===== config.mk =====
export PLATFORM = sky130hd
export DESIGN_NAME = program_counter_flat
export DESIGN_NICKNAME = d
export VERILOG_FILES = /design/src/rtl/program_counter_pkg.sv /design/src/rtl/program_counter_if.sv /design/src/rtl/pc_adder.sv /design/src/rtl/program_counter.sv /design/src/flat_wrapper.sv
export SDC_FILE = /design/constraint.sdc
export NUM_CORES = 1
export LEC_CHECK = 0
export ABC_CLOCK_PERIOD_IN_PS = 2800
export CAP_MARGIN = 20
export CORE_ASPECT_RATIO = 0.5
export CORE_UTILIZATION = 49
export CTS_CLUSTER_DIAMETER = 150
export DETAILED_ROUTE_END_ITERATION = 7
export PLACE_DENSITY_LB_ADDON = 0.2
export SETUP_SLACK_MARGIN = 0.02
export SYNTH_ARGS = -nofsm -noshare
export SYNTH_HDL_FRONTEND = slang
export SYNTH_SLANG_ARGS = --single-unit

===== constraint.sdc =====
create_clock -name Clk -period 2.8 [get_ports Clk]
set_input_delay 0.56 -clock Clk [delete_from_list [all_inputs] [get_ports Clk]]
set_output_delay 0.56 -clock Clk [all_outputs]
set_load 0.01 [all_outputs]

===== src/rtl/program_counter_pkg.sv =====
// Shared processor definitions for the program counter: FSM state encoding,
// default widths and the saturating retire-count helper.
package program_counter_pkg;

    typedef enum logic [1:0] {
        IDLE = 2'd0,
        RUN  = 2'd1,
        HALT = 2'd2
    } pc_state_e;

    localparam int PC_WIDTH_DEFAULT = 10;
    localparam int RETIRED_WIDTH    = 16;

    // The retired count sticks at all-ones instead of wrapping back to zero.
    function automatic logic [RETIRED_WIDTH-1:0] sat_inc(input logic [RETIRED_WIDTH-1:0] v);
        return (v == '1) ? v : v + 16'd1;
    endfunction

endpackage


===== src/rtl/program_counter_if.sv =====
// Control/status bundle between the instruction-fetch sequencer and the
// program counter: launch/stall/halt/branch requests in, PC and status out.
interface program_counter_if
    import program_counter_pkg::*;
#(
    parameter int PC_width = PC_WIDTH_DEFAULT
) ();

    logic                     Start;
    logic                     Stall;
    logic                     Halt;
    logic                     BranchEn;
    logic [PC_width-1:0]      Offset;
    logic [PC_width-1:0]      PC;
    logic                     Done;
    logic [RETIRED_WIDTH-1:0] Retired;

    modport master (
        output Start, Stall, Halt, BranchEn, Offset,
        input  PC, Done, Retired
    );

    modport slave (
        input  Start, Stall, Halt, BranchEn, Offset,
        output PC, Done, Retired
    );

endinterface


===== src/rtl/pc_adder.sv =====
// Wrap-around PC adder shared by the sequential (+1) and relative-branch targets.
module pc_adder #(
    parameter int PC_width = 10
) (
    input  logic [PC_width-1:0] a,
    input  logic [PC_width-1:0] b,
    output logic [PC_width-1:0] sum
);

    // Carry out is dropped on purpose so the PC wraps silently in both directions.
    assign sum = a + b;

endmodule


===== src/rtl/program_counter.sv =====
// Program counter with IDLE/RUN/HALT sequencing, relative branches, stall,
// and a saturating retired-instruction counter; all outputs come from flops.
module program_counter
    import program_counter_pkg::*;
#(
    parameter int PC_width   = PC_WIDTH_DEFAULT,
    parameter int START_ADDR = 0
) (
    input  logic              Clk,
    input  logic              Reset,
    program_counter_if.slave  bus
);

    localparam logic [PC_width-1:0] START_PC = PC_width'(START_ADDR);

    pc_state_e                state_reg;
    logic [PC_width-1:0]      pc_reg;
    logic                     done_reg;
    logic [RETIRED_WIDTH-1:0] retired_reg;
    logic [PC_width-1:0]      step;
    logic [PC_width-1:0]      pc_next;

    // A taken branch adds the signed offset; otherwise advance by one.
    assign step = bus.BranchEn ? bus.Offset : PC_width'(1);

    pc_adder #(
        .PC_width (PC_width)
    ) u_pc_adder (
        .a   (pc_reg),
        .b   (step),
        .sum (pc_next)
    );

    always_ff @(posedge Clk) begin
        if (Reset) begin
            state_reg   <= IDLE;
            pc_reg      <= START_PC;
            done_reg    <= 1'b0;
            retired_reg <= '0;
        end else begin
            case (state_reg)
                IDLE: begin
                    pc_reg      <= START_PC;
                    done_reg    <= 1'b0;
                    retired_reg <= '0;
                    if (!bus.Start) begin
                        state_reg <= RUN;
                    end
                end
                RUN: begin
                    if (bus.Start) begin
                        state_reg   <= IDLE;
                        pc_reg      <= START_PC;
                        done_reg    <= 1'b0;
                        retired_reg <= '0;
                    end else if (!bus.Stall) begin
                        // The halt instruction itself retires but does not move the PC.
                        retired_reg <= sat_inc(retired_reg);
                        if (bus.Halt) begin
                            state_reg <= HALT;
                            done_reg  <= 1'b1;
                        end else begin
                            pc_reg <= pc_next;
                        end
                    end
                end
                HALT: begin
                    if (bus.Start) begin
                        state_reg   <= IDLE;
                        pc_reg      <= START_PC;
                        done_reg    <= 1'b0;
                        retired_reg <= '0;
                    end
                end
                default: begin
                    state_reg   <= IDLE;
                    pc_reg      <= START_PC;
                    done_reg    <= 1'b0;
                    retired_reg <= '0;
                end
            endcase
        end
    end

    assign bus.PC      = pc_reg;
    assign bus.Done    = done_reg;
    assign bus.Retired = retired_reg;

endmodule


===== src/flat_wrapper.sv =====
// flat-port wrapper written by rule: the top's interface ports become plain ports
module program_counter_flat import program_counter_pkg::*;
#(
    parameter int PC_width   = PC_WIDTH_DEFAULT,
    parameter int START_ADDR = 0
)
  (Clk, Reset, bus_Start, bus_Stall, bus_Halt, bus_BranchEn, bus_Offset, bus_PC, bus_Done, bus_Retired);
  program_counter_if #(.PC_width(PC_width)) bus_i ();
  input  logic Clk;
  input  logic Reset;
  input wire logic [$bits(bus_i.Start)-1:0] bus_Start;
  input wire logic [$bits(bus_i.Stall)-1:0] bus_Stall;
  input wire logic [$bits(bus_i.Halt)-1:0] bus_Halt;
  input wire logic [$bits(bus_i.BranchEn)-1:0] bus_BranchEn;
  input wire logic [$bits(bus_i.Offset)-1:0] bus_Offset;
  output wire logic [$bits(bus_i.PC)-1:0] bus_PC;
  output wire logic [$bits(bus_i.Done)-1:0] bus_Done;
  output wire logic [$bits(bus_i.Retired)-1:0] bus_Retired;
  assign bus_i.Start = bus_Start;
  assign bus_i.Stall = bus_Stall;
  assign bus_i.Halt = bus_Halt;
  assign bus_i.BranchEn = bus_BranchEn;
  assign bus_i.Offset = bus_Offset;
  assign bus_PC = bus_i.PC;
  assign bus_Done = bus_i.Done;
  assign bus_Retired = bus_i.Retired;
  program_counter #(.PC_width(PC_width), .START_ADDR(START_ADDR)) u_core (.Clk(Clk), .Reset(Reset), .bus(bus_i));
endmodule

==> impl_results.html, run 1 <==
<table>
<tr><th>Metric</th><th>Value</th></tr>
<tr><th colspan="2">Die</th></tr>
<tr><td>Core area</td><td>approximately 3200 um2</td></tr>
<tr><td>Die Y</td><td>43.78 um</td></tr>
<tr><td>Die width</td><td>approximately 86 um</td></tr>
<tr><td>Boundary Pins</td><td>43</td></tr>
<tr><td>Site Rows</td><td>14</td></tr>
<tr><td>Floorplan die area</td><td>approximately 3700 um2</td></tr>
<tr><td>Initial core utilization</td><td>54.25%</td></tr>
<tr><th colspan="2">Critical path</th></tr>
<tr><td>Kind of end point of the critical path</td><td>register</td></tr>
<tr><td>Worst setup path class</td><td>input pin to register</td></tr>
<tr><td>Required time of the worst setup path</td><td>between 2 and 3 ns</td></tr>
<tr><td>Nature of the critical path startpoint</td><td>input pin</td></tr>
<tr><td>Critical path fanouts, max</td><td>2</td></tr>
<tr><td>Data arrival, critical path</td><td>2.72 ns</td></tr>
<tr><th colspan="2">STA</th></tr>
<tr><td>Final Setup Violations</td><td>0</td></tr>
<tr><td>Transition time of the tightest slew-check pin</td><td>0.4525 ns</td></tr>
<tr><td>Achievable clock frequency</td><td>approximately 0.39 GHz</td></tr>
<tr><td>Max-Slew Margin vs Limit</td><td>between 60 and 70%</td></tr>
<tr><td>Final period utilization</td><td>between 90% and 100%</td></tr>
<tr><td>Worst hold margin</td><td>~0.48 ns</td></tr>
<tr><td>Max-slew violation count</td><td>0</td></tr>
<tr><td>Time the final worst path needs with I/O delays and setup</td><td>approximately 2.5 ns</td></tr>
<tr><td>Post-layout worst setup margin</td><td>roughly 0.26 ns</td></tr>
<tr><td>Setup Skew</td><td>between 0.004 and 0.005 ns</td></tr>
<tr><td>Fin. Hold Viols</td><td>0</td></tr>
<tr><td>Unrepaired setup endpoints after global routing</td><td>false</td></tr>
<tr><th colspan="2">Drt</th></tr>
<tr><td>Via count</td><td>about 1,700</td></tr>
<tr><td>Vias per Instance</td><td>about 5.6</td></tr>
<tr><td>DRT Wirelength</td><td>roughly 4200 um</td></tr>
<tr><td>First-iteration detailed-routing DRC count</td><td>40</td></tr>
<tr><td>Routed Antenna Nets</td><td>0</td></tr>
<tr><td>Post-detailed-route DRC marker count</td><td>0</td></tr>
<tr><td>Wire length per cell</td><td>14.16 um</td></tr>
<tr><td>Drt first pass iters</td><td>4</td></tr>
<tr><th colspan="2">Yosys</th></tr>
<tr><td>Number of warning messages in the yosys log</td><td>0</td></tr>
<tr><td>Syn nets</td><td>about 230</td></tr>
<tr><td>Biggest area contributors in the synthesized netlist</td><td>sky130_fd_sc_hd__dfxtp_1, sky130_fd_sc_hd__ha_1, sky130_fd_sc_hd__nor2_1</td></tr>
<tr><td>Distinct cell type count of the synthesized netlist</td><td>between 40 and 50</td></tr>
<tr><td>Number of flip-flops and latches in the synthesized netlist</td><td>29</td></tr>
<tr><td>Number of instances in the synthesized netlist</td><td>200</td></tr>
<tr><td>Sequential share of the synthesized area</td><td>between 30% and 40%</td></tr>
<tr><td>Top cells by instance count after synthesis</td><td>sky130_fd_sc_hd__dfxtp_1, sky130_fd_sc_hd__nor2_1, sky130_fd_sc_hd__nand2_1</td></tr>
<tr><td>Most instantiated library cell after synthesis</td><td>sky130_fd_sc_hd__dfxtp_1</td></tr>
<tr><td>Cell area after technology mapping</td><td>between 1500 and 2000 um2</td></tr>
<tr><td>Ys flop type</td><td>sky130_fd_sc_hd__dfxtp_1</td></tr>
<tr><td>Count of flip-flops with a built-in enable after synthesis</td><td>0</td></tr>
<tr><td>Most area-hungry cell type in the Yosys netlist</td><td>sky130_fd_sc_hd__dfxtp_1</td></tr>
<tr><td>Asr flop ratio synth</td><td>0%</td></tr>
<tr><td>Avg Inst Size Synth</td><td>about 8.6 um2</td></tr>
<tr><td>Share of Yosys cell area claimed by the top area cell type</td><td>between 30% and 40%</td></tr>
<tr><th colspan="2">Clock tree</th></tr>
<tr><td>H-tree Lvls</td><td>2</td></tr>
<tr><td>Number of buffers inserted during clock tree synthesis</td><td>5</td></tr>
<tr><td>Worst-Skew Late Latency</td><td>roughly 0.29 ns</td></tr>
<tr><td>Setup Buffers After CTS</td><td>0</td></tr>
<tr><td>Clock tree root driver cell</td><td>sky130_fd_sc_hd__clkbuf_8</td></tr>
<tr><td>Worst-path clk slew</td><td>about 0.07 ns</td></tr>
<tr><td>Max Root-Sink Buffers</td><td>2</td></tr>
<tr><td>CTS tree</td><td>yes</td></tr>
<tr><td>Number of sinks handled by clock tree synthesis</td><td>29</td></tr>
<tr><th colspan="2">Layout</th></tr>
<tr><td>Diodes inserted</td><td>0</td></tr>
<tr><td>Relative area change from synthesis to final layout</td><td>37.53%</td></tr>
<tr><td>Nets</td><td>281</td></tr>
<tr><td>Max reg flops</td><td>16</td></tr>
<tr><td>Fin cells</td><td>295</td></tr>
<tr><td>Fraction of final layout cells sized beyond drive strength 1</td><td>about a tenth</td></tr>
<tr><th colspan="2">Place</th></tr>
<tr><td>Count of input and output buffers</td><td>42</td></tr>
<tr><td>Number of placed instances with taps included</td><td>roughly 290</td></tr>
<tr><td>Final estimated routing congestion in global placement</td><td>about 0.82</td></tr>
<tr><td>Dpl hpwl</td><td>slightly above 3000 um</td></tr>
<tr><td>Minimum setup slack after placement</td><td>-0.1790 ns</td></tr>
<tr><th colspan="2">Global routing</th></tr>
<tr><td>Global-route congestion overflow total</td><td>0</td></tr>
<tr><td>Initial antenna violation count</td><td>0</td></tr>
<tr><td>Maximum number of pins on one net before global-route repair</td><td>12</td></tr>
<tr><td>Global-route wire length before repair</td><td>roughly 6700 um</td></tr>
<tr><td>Number of global-route vias before repair</td><td>~1,500</td></tr>
<tr><td>GR Util All Layers</td><td>23.70%</td></tr>
<tr><th colspan="2">Power</th></tr>
<tr><td>Power share of the combinational group</td><td>approximately 9%</td></tr>
<tr><td>Power Internal</td><td>around 750 uW</td></tr>
<tr><td>Total power</td><td>roughly 970 uW</td></tr>
<tr><td>Static power due to leakage</td><td>around 0.95 nW</td></tr>
<tr><td>Power share of the sequential group</td><td>between 40% and 50%</td></tr>
<tr><td>Proportion of power drawn by the clock network</td><td>48.2%</td></tr>
<tr><td>Power Dens Cells</td><td>around 410 nW/um2</td></tr>
<tr><td>Net switching fraction of the power</td><td>between 20 and 25%</td></tr>
<tr><td>Maximum ir drop on the vdd rail</td><td>between 0.3 and 0.4 mV</td></tr>
<tr><td>Power dissipated by switching net loads</td><td>222.8 uW</td></tr>
<tr><th colspan="2">Run</th></tr>
<tr><td>Maxcap violations</td><td>0</td></tr>
<tr><th colspan="2">Hold path</th></tr>
<tr><td>Hold Crit Class</td><td>register to register</td></tr>
<tr><th colspan="2">Run status</th></tr>
<tr><td>Run status</td><td>finished clean</td></tr>
</table>
[worst max-delay path: stages]
cell and delay (ns):
sky130_fd_sc_hd__clkdlybuf4s50_1 0.46, sky130_fd_sc_hd__nand2b_1 0.12, sky130_fd_sc_hd__ha_1 0.19, sky130_fd_sc_hd__inv_1 0.06
sky130_fd_sc_hd__fa_1 0.39, sky130_fd_sc_hd__nor2b_1 0.14, sky130_fd_sc_hd__o21ai_1 0.09, sky130_fd_sc_hd__a21boi_1 0.22
sky130_fd_sc_hd__o21a_1 0.16, sky130_fd_sc_hd__o21ai_0 0.09, sky130_fd_sc_hd__a32o_1 0.26
[per-layer routing]
| metal | vias to the layer above | track usage, % | routed length, um |
|---|---|---|---|
| met5 | - | 0 | 0 |
| met2 | 44 | 41.76 | 1941 |
| met3 | 8 | 8.571 | 225 |
| met1 | 773 | 27.54 | 1956 |
| li1 | 831 | - | - |
| met4 | 0 | 7.667 | 54 |
[per-stage QoR]
step	setup TNS (ns)	util, %	area, um2
after floorplan	0	-	1710
after global placement	0	70.67	2228
after detailed placement	-0.2381	70.67	2228
after global routing	0	74.60	2352
after CTS	0	74.48	2349
final	0	74.60	2352
[timing repair]
item,CTS,global route
setup endpoints to repair,0,2
hold buffers,0,0
resized for setup,0,3
hold endpoints to repair,0,0
[area by class of cell]
cell class	count	area (um2)
multi-input cells	163	1100
well taps	40	50.05
fillers	248	800.8
clock buffers	6	82.58
inverters	5	18.77
clock inverters	2	37.54
repair buffers	50	483.0
flip-flops and latches	29	580.6
[power groups by stage]
stage	registers [mW]	logic, mW	clock network, mW
2_1_floorplan	0.427	0.0430	0
3_3_place_gp	0.427	0.0838	0
3_5_place_dp	0.427	0.0855	0
4_1_cts	0.417	0.0865	0.474
5_1_grt	0.418	0.0943	0.495
6_report	0.417	0.0864	0.469
[worst paths after layout]
kind / startpoint / end / slack, ns / cells past startpoint
max: bus_Offset[0] / u_core.bus.PC[6] / 0.26 / 11
min: u_core.bus.Done / u_core.bus.Done / 0.48 / 2
max reg2reg: u_core.bus.PC[0] / u_core.bus.PC[6] / 0.70 / 9
min reg2reg: u_core.bus.Done / u_core.bus.Done / 0.48 / 2
[cells in the final DEF (no fill, tap or decap), types with 5 or more instances in the layout]
cell type,netlist,routed
sky130_fd_sc_hd__a21o_1,7,7
sky130_fd_sc_hd__inv_1,5,5
sky130_fd_sc_hd__a21oi_1,13,13
sky130_fd_sc_hd__dfxtp_1,29,29
sky130_fd_sc_hd__clkdlybuf4s50_1,0,41
sky130_fd_sc_hd__xnor2_1,8,8
sky130_fd_sc_hd__xor2_1,6,6
sky130_fd_sc_hd__ha_1,10,10
sky130_fd_sc_hd__nand4_1,5,5
sky130_fd_sc_hd__clkbuf_8,0,6
sky130_fd_sc_hd__buf_4,0,8
sky130_fd_sc_hd__nand3_1,10,10
sky130_fd_sc_hd__nor2_1,25,25
sky130_fd_sc_hd__and2_1,9,9
sky130_fd_sc_hd__nand2_1,16,16
[cells by family after synthesis]
family / count (synthesis) / synth area share (%)
and+or+nand+nor: 89 / 27.94
xor gates and xnor gates: 14 / 7.169
AOI/OAI and AO/OA: 48 / 19.97
adders and majority gates: 11 / 8.486
DFF: 29 / 33.94
buffers and inverters: 8 / 1.829
muxes: 1 / 0.6583
No activity file was read; power rests on OpenSTA's default activity.
==> run 2, diff against run 1 <==
--- a/config.mk
+++ b/config.mk
@@ -6,9 +6,8 @@
 export NUM_CORES = 1
 export LEC_CHECK = 0
 export ABC_CLOCK_PERIOD_IN_PS = 2800
-export CAP_MARGIN = 20
 export CORE_ASPECT_RATIO = 0.5
-export CORE_UTILIZATION = 49
+export CORE_UTILIZATION = 40
 export CTS_CLUSTER_DIAMETER = 150
 export DETAILED_ROUTE_END_ITERATION = 7
 export PLACE_DENSITY_LB_ADDON = 0.2
==> run 2 against run 1 <==
Count of clock-buffer cells in the layout increased by 1. Sequential power hardly changed. Critical path type unchanged. Register-to-register slack improved by 0.08 ns.
==> impl_results.html, run 2 (synthesis gave the netlist of run 1 again) <==
<table>
<tr><th>Metric</th><th>Value</th></tr>
<tr><th colspan="2">Die</th></tr>
<tr><td>Site Rows</td><td>16</td></tr>
<tr><td>Boundary Pins</td><td>between 40 and 50</td></tr>
<tr><td>Die width</td><td>94.48 um</td></tr>
<tr><td>Core area</td><td>between 4000 and 5000 um2</td></tr>
<tr><td>Floorplan die area</td><td>about 4600 um2</td></tr>
<tr><td>Initial core utilization</td><td>~43%</td></tr>
<tr><td>Die Y</td><td>48.24 um</td></tr>
<tr><th colspan="2">Drt</th></tr>
<tr><td>DRT Wirelength</td><td>between 3000 and 4000 um</td></tr>
<tr><td>First-iteration detailed-routing DRC count</td><td>49</td></tr>
<tr><td>Routed length on met2</td><td>about 1700 um</td></tr>
<tr><td>Length of routed wiring on met1</td><td>between 1500 and 2000 um</td></tr>
<tr><td>Drt first pass iters</td><td>4</td></tr>
<tr><td>Routed Antenna Nets</td><td>0</td></tr>
<tr><td>Vias per Instance</td><td>between 5 and 6</td></tr>
<tr><td>Highest metal used</td><td>met4</td></tr>
<tr><td>Post-detailed-route DRC marker count</td><td>0</td></tr>
<tr><td>Wire length per cell</td><td>12.50 um</td></tr>
<tr><td>Detailed-routed wire length on met3</td><td>between 150 and 200 um</td></tr>
<tr><td>Via count</td><td>between 1,500 and 2,000</td></tr>
<tr><th colspan="2">Global routing</th></tr>
<tr><td>Initial antenna violation count</td><td>0</td></tr>
<tr><td>Number of global-route vias before repair</td><td>1,469</td></tr>
<tr><td>Maximum number of pins on one net before global-route repair</td><td>12</td></tr>
<tr><td>Global-route congestion overflow total</td><td>0</td></tr>
<tr><td>GR Util All Layers</td><td>a little under a fifth</td></tr>
<tr><td>Global-route wire length before repair</td><td>~6400 um</td></tr>
<tr><th colspan="2">Clock tree</th></tr>
<tr><td>Worst-path clk slew</td><td>0.06 ns</td></tr>
<tr><td>Post-cts gate resize count</td><td>0</td></tr>
<tr><td>CTS tree</td><td>yes</td></tr>
<tr><td>Setup Buffers After CTS</td><td>0</td></tr>
<tr><td>Hold-fix buffers, CTS</td><td>0</td></tr>
<tr><td>Worst-Skew Late Latency</td><td>roughly 0.27 ns</td></tr>
<tr><td>Max Root-Sink Buffers</td><td>2</td></tr>
<tr><td>H-tree Lvls</td><td>2</td></tr>
<tr><td>Number of buffers inserted during clock tree synthesis</td><td>5</td></tr>
<tr><td>Clock tree root driver cell</td><td>sky130_fd_sc_hd__clkbuf_8</td></tr>
<tr><td>Number of sinks handled by clock tree synthesis</td><td>29</td></tr>
<tr><th colspan="2">Run status</th></tr>
<tr><td>Run status</td><td>finished clean</td></tr>
<tr><th colspan="2">Critical path</th></tr>
<tr><td>Cell family with the largest share of critical-path delay</td><td>compound AO/OA/AOI/OAI gates</td></tr>
<tr><td>Nature of the critical path startpoint</td><td>input pin</td></tr>
<tr><td>Path length in cells of the critical path</td><td>9</td></tr>
<tr><td>Register-to-Register Path Depth</td><td>7</td></tr>
<tr><td>Series of cell instances along the critical path</td><td>clkdlybuf4s50_1 &gt; and2_1 &gt; ha_1 &gt; a21o_1 &gt; a21o_1 &gt; nor3_1 &gt; a31oi_1 &gt; a2111oi_0 &gt; a21o_1</td></tr>
<tr><td>Required time of the worst setup path</td><td>just over 3 ns</td></tr>
<tr><td>Data arrival, critical path</td><td>roughly 2.8 ns</td></tr>
<tr><td>Kind of end point of the critical path</td><td>register</td></tr>
<tr><td>Worst setup path class</td><td>input pin to register</td></tr>
<tr><td>Critical path fanouts, max</td><td>8</td></tr>
<tr><td>Delay contributed by the slowest stage of the critical path</td><td>between 0.5 and 0.6 ns</td></tr>
<tr><td>Number of buffers and inverters on the critical path</td><td>1</td></tr>
<tr><td>Most common cell type on the critical path</td><td>sky130_fd_sc_hd__a21o_1</td></tr>
<tr><td>Highest-delay cell along the critical path</td><td>sky130_fd_sc_hd__clkdlybuf4s50_1</td></tr>
<tr><td>Worst reg-to-reg setup slack</td><td>0.78 ns</td></tr>
<tr><th colspan="2">STA</th></tr>
<tr><td>Unrepaired setup endpoints after global routing</td><td>false</td></tr>
<tr><td>Setup Skew</td><td>slightly above 0.003 ns</td></tr>
<tr><td>Transition time of the tightest slew-check pin</td><td>between 0.5 and 0.6 ns</td></tr>
<tr><td>Fin. Hold Viols</td><td>0</td></tr>
<tr><td>Final Setup Violations</td><td>0</td></tr>
<tr><td>Worst hold margin</td><td>between 0.4 and 0.5 ns</td></tr>
<tr><td>Time the final worst path needs with I/O delays and setup</td><td>around 2.6 ns</td></tr>
<tr><td>Max-Slew Margin vs Limit</td><td>about 65%</td></tr>
<tr><td>Max-slew violation count</td><td>0</td></tr>
<tr><td>Final period utilization</td><td>~90%</td></tr>
<tr><td>Achievable clock frequency</td><td>just under 0.4 GHz</td></tr>
<tr><th colspan="2">Power</th></tr>
<tr><td>Static power due to leakage</td><td>0.9376 nW</td></tr>
<tr><td>Maximum ir drop on the vdd rail</td><td>between 0.3 and 0.4 mV</td></tr>
<tr><td>Power Dens Cells</td><td>361.3 nW/um2</td></tr>
<tr><th colspan="2">Layout</th></tr>
<tr><td>Diodes inserted</td><td>0</td></tr>
<tr><td>Fin cells</td><td>310</td></tr>
<tr><td>Most frequent cells in the layout</td><td>sky130_fd_sc_hd__clkdlybuf4s50_1, sky130_fd_sc_hd__dfxtp_1, sky130_fd_sc_hd__nor2_1</td></tr>
<tr><td>Final core utilization</td><td>58.63%</td></tr>
<tr><td>Max reg flops</td><td>16</td></tr>
<tr><td>Nets</td><td>about 280</td></tr>
<tr><td>Relative area change from synthesis to final layout</td><td>37.23%</td></tr>
<tr><td>Fraction of final layout cells sized beyond drive strength 1</td><td>under 10%</td></tr>
<tr><td>Leading cell type in the layout, fill and taps excluded</td><td>sky130_fd_sc_hd__clkdlybuf4s50_1</td></tr>
<tr><th colspan="2">Place</th></tr>
<tr><td>Dpl hpwl</td><td>2974 um</td></tr>
<tr><td>Count of input and output buffers</td><td>42</td></tr>
<tr><td>Number of placed instances with taps included</td><td>303</td></tr>
<tr><td>Final estimated routing congestion in global placement</td><td>between 0.8 and 0.9</td></tr>
<tr><th colspan="2">Hold path</th></tr>
<tr><td>Number of cells on the worst hold path</td><td>2</td></tr>
<tr><td>Hold Crit Class</td><td>register to register</td></tr>
<tr><th colspan="2">Run</th></tr>
<tr><td>Maxcap violations</td><td>0</td></tr>
</table>
==> run 2: cell types whose count changed in the layout (fill, tap and decap cells not counted), sizes merged <==
cell,delta
buf,+2
bufinv,-1
clkbuf,+1
clkdlybuf4s50,+1
clkinvlp,-1
dlymetal6s2s,-1
==> run 2: path summary, 6_finish.rpt <==
check | from | to
worst max-delay path | bus_BranchEn | u_core.bus.PC[9]
worst min-delay path | u_core.bus.Done | u_core.bus.Done
worst max register to register | u_core.bus.Retired[0] | u_core.bus.Retired[14]
worst min register to register | u_core.bus.Done | u_core.bus.Done
==> run 2: where the power goes <==
group | leakage [nW] | switching (mW) | total (mW) | internal [mW]
registers | 0.234 | 0.00258 | 0.418 | 0.415
logic | 0.659 | 0.0391 | 0.0864 | 0.0472
clock network | 0.0443 | 0.149 | 0.344 | 0.195
total | 0.938 | 0.191 | 0.848 | 0.657
==> run 2: area by class of cell <==
cell class | count | area (um2)
repair buffers | 52 | 495.5
clock buffers | 7 | 86.33
flip-flops and latches | 29 | 580.6
well taps | 54 | 67.56
fillers | 363 | 1657
inverters | 5 | 18.77
multi-input cells | 163 | 1099
==> run 2: worst reg2reg max path, delay by kind of cell (launching register included) <==
kind          cells  cell delay (ns)
simple gates      5             1.05
flops             1             0.44
fa+ha+maj         1             0.28
xor+xnor          1             0.12
==> run 2: metrics by stage <==
stage          worst slack [ns]  TNS (ns)  total power, mW  area [um2]
3_5_place_dp           -0.09168   -0.1784           0.5131        2261
6_report                 0.2120         0           0.8481        2347
3_3_place_gp           -0.01207  -0.02243           0.5118        2261
5_1_grt                 0.03524         0           0.8861        2347
2_1_floorplan            0.5815         0           0.4698        1710
4_1_cts                  0.1979         0           0.8616        2347
==> run 2: layer usage <==
| layer | up-vias | global-route usage [%] |
|---|---|---|
| met5 | - | 0 |
| met4 | 0 | 2.727 |
| met3 | 2 | 5.140 |
| met2 | 23 | 33.77 |
| met1 | 752 | 22.78 |
| li1 | 835 | - |
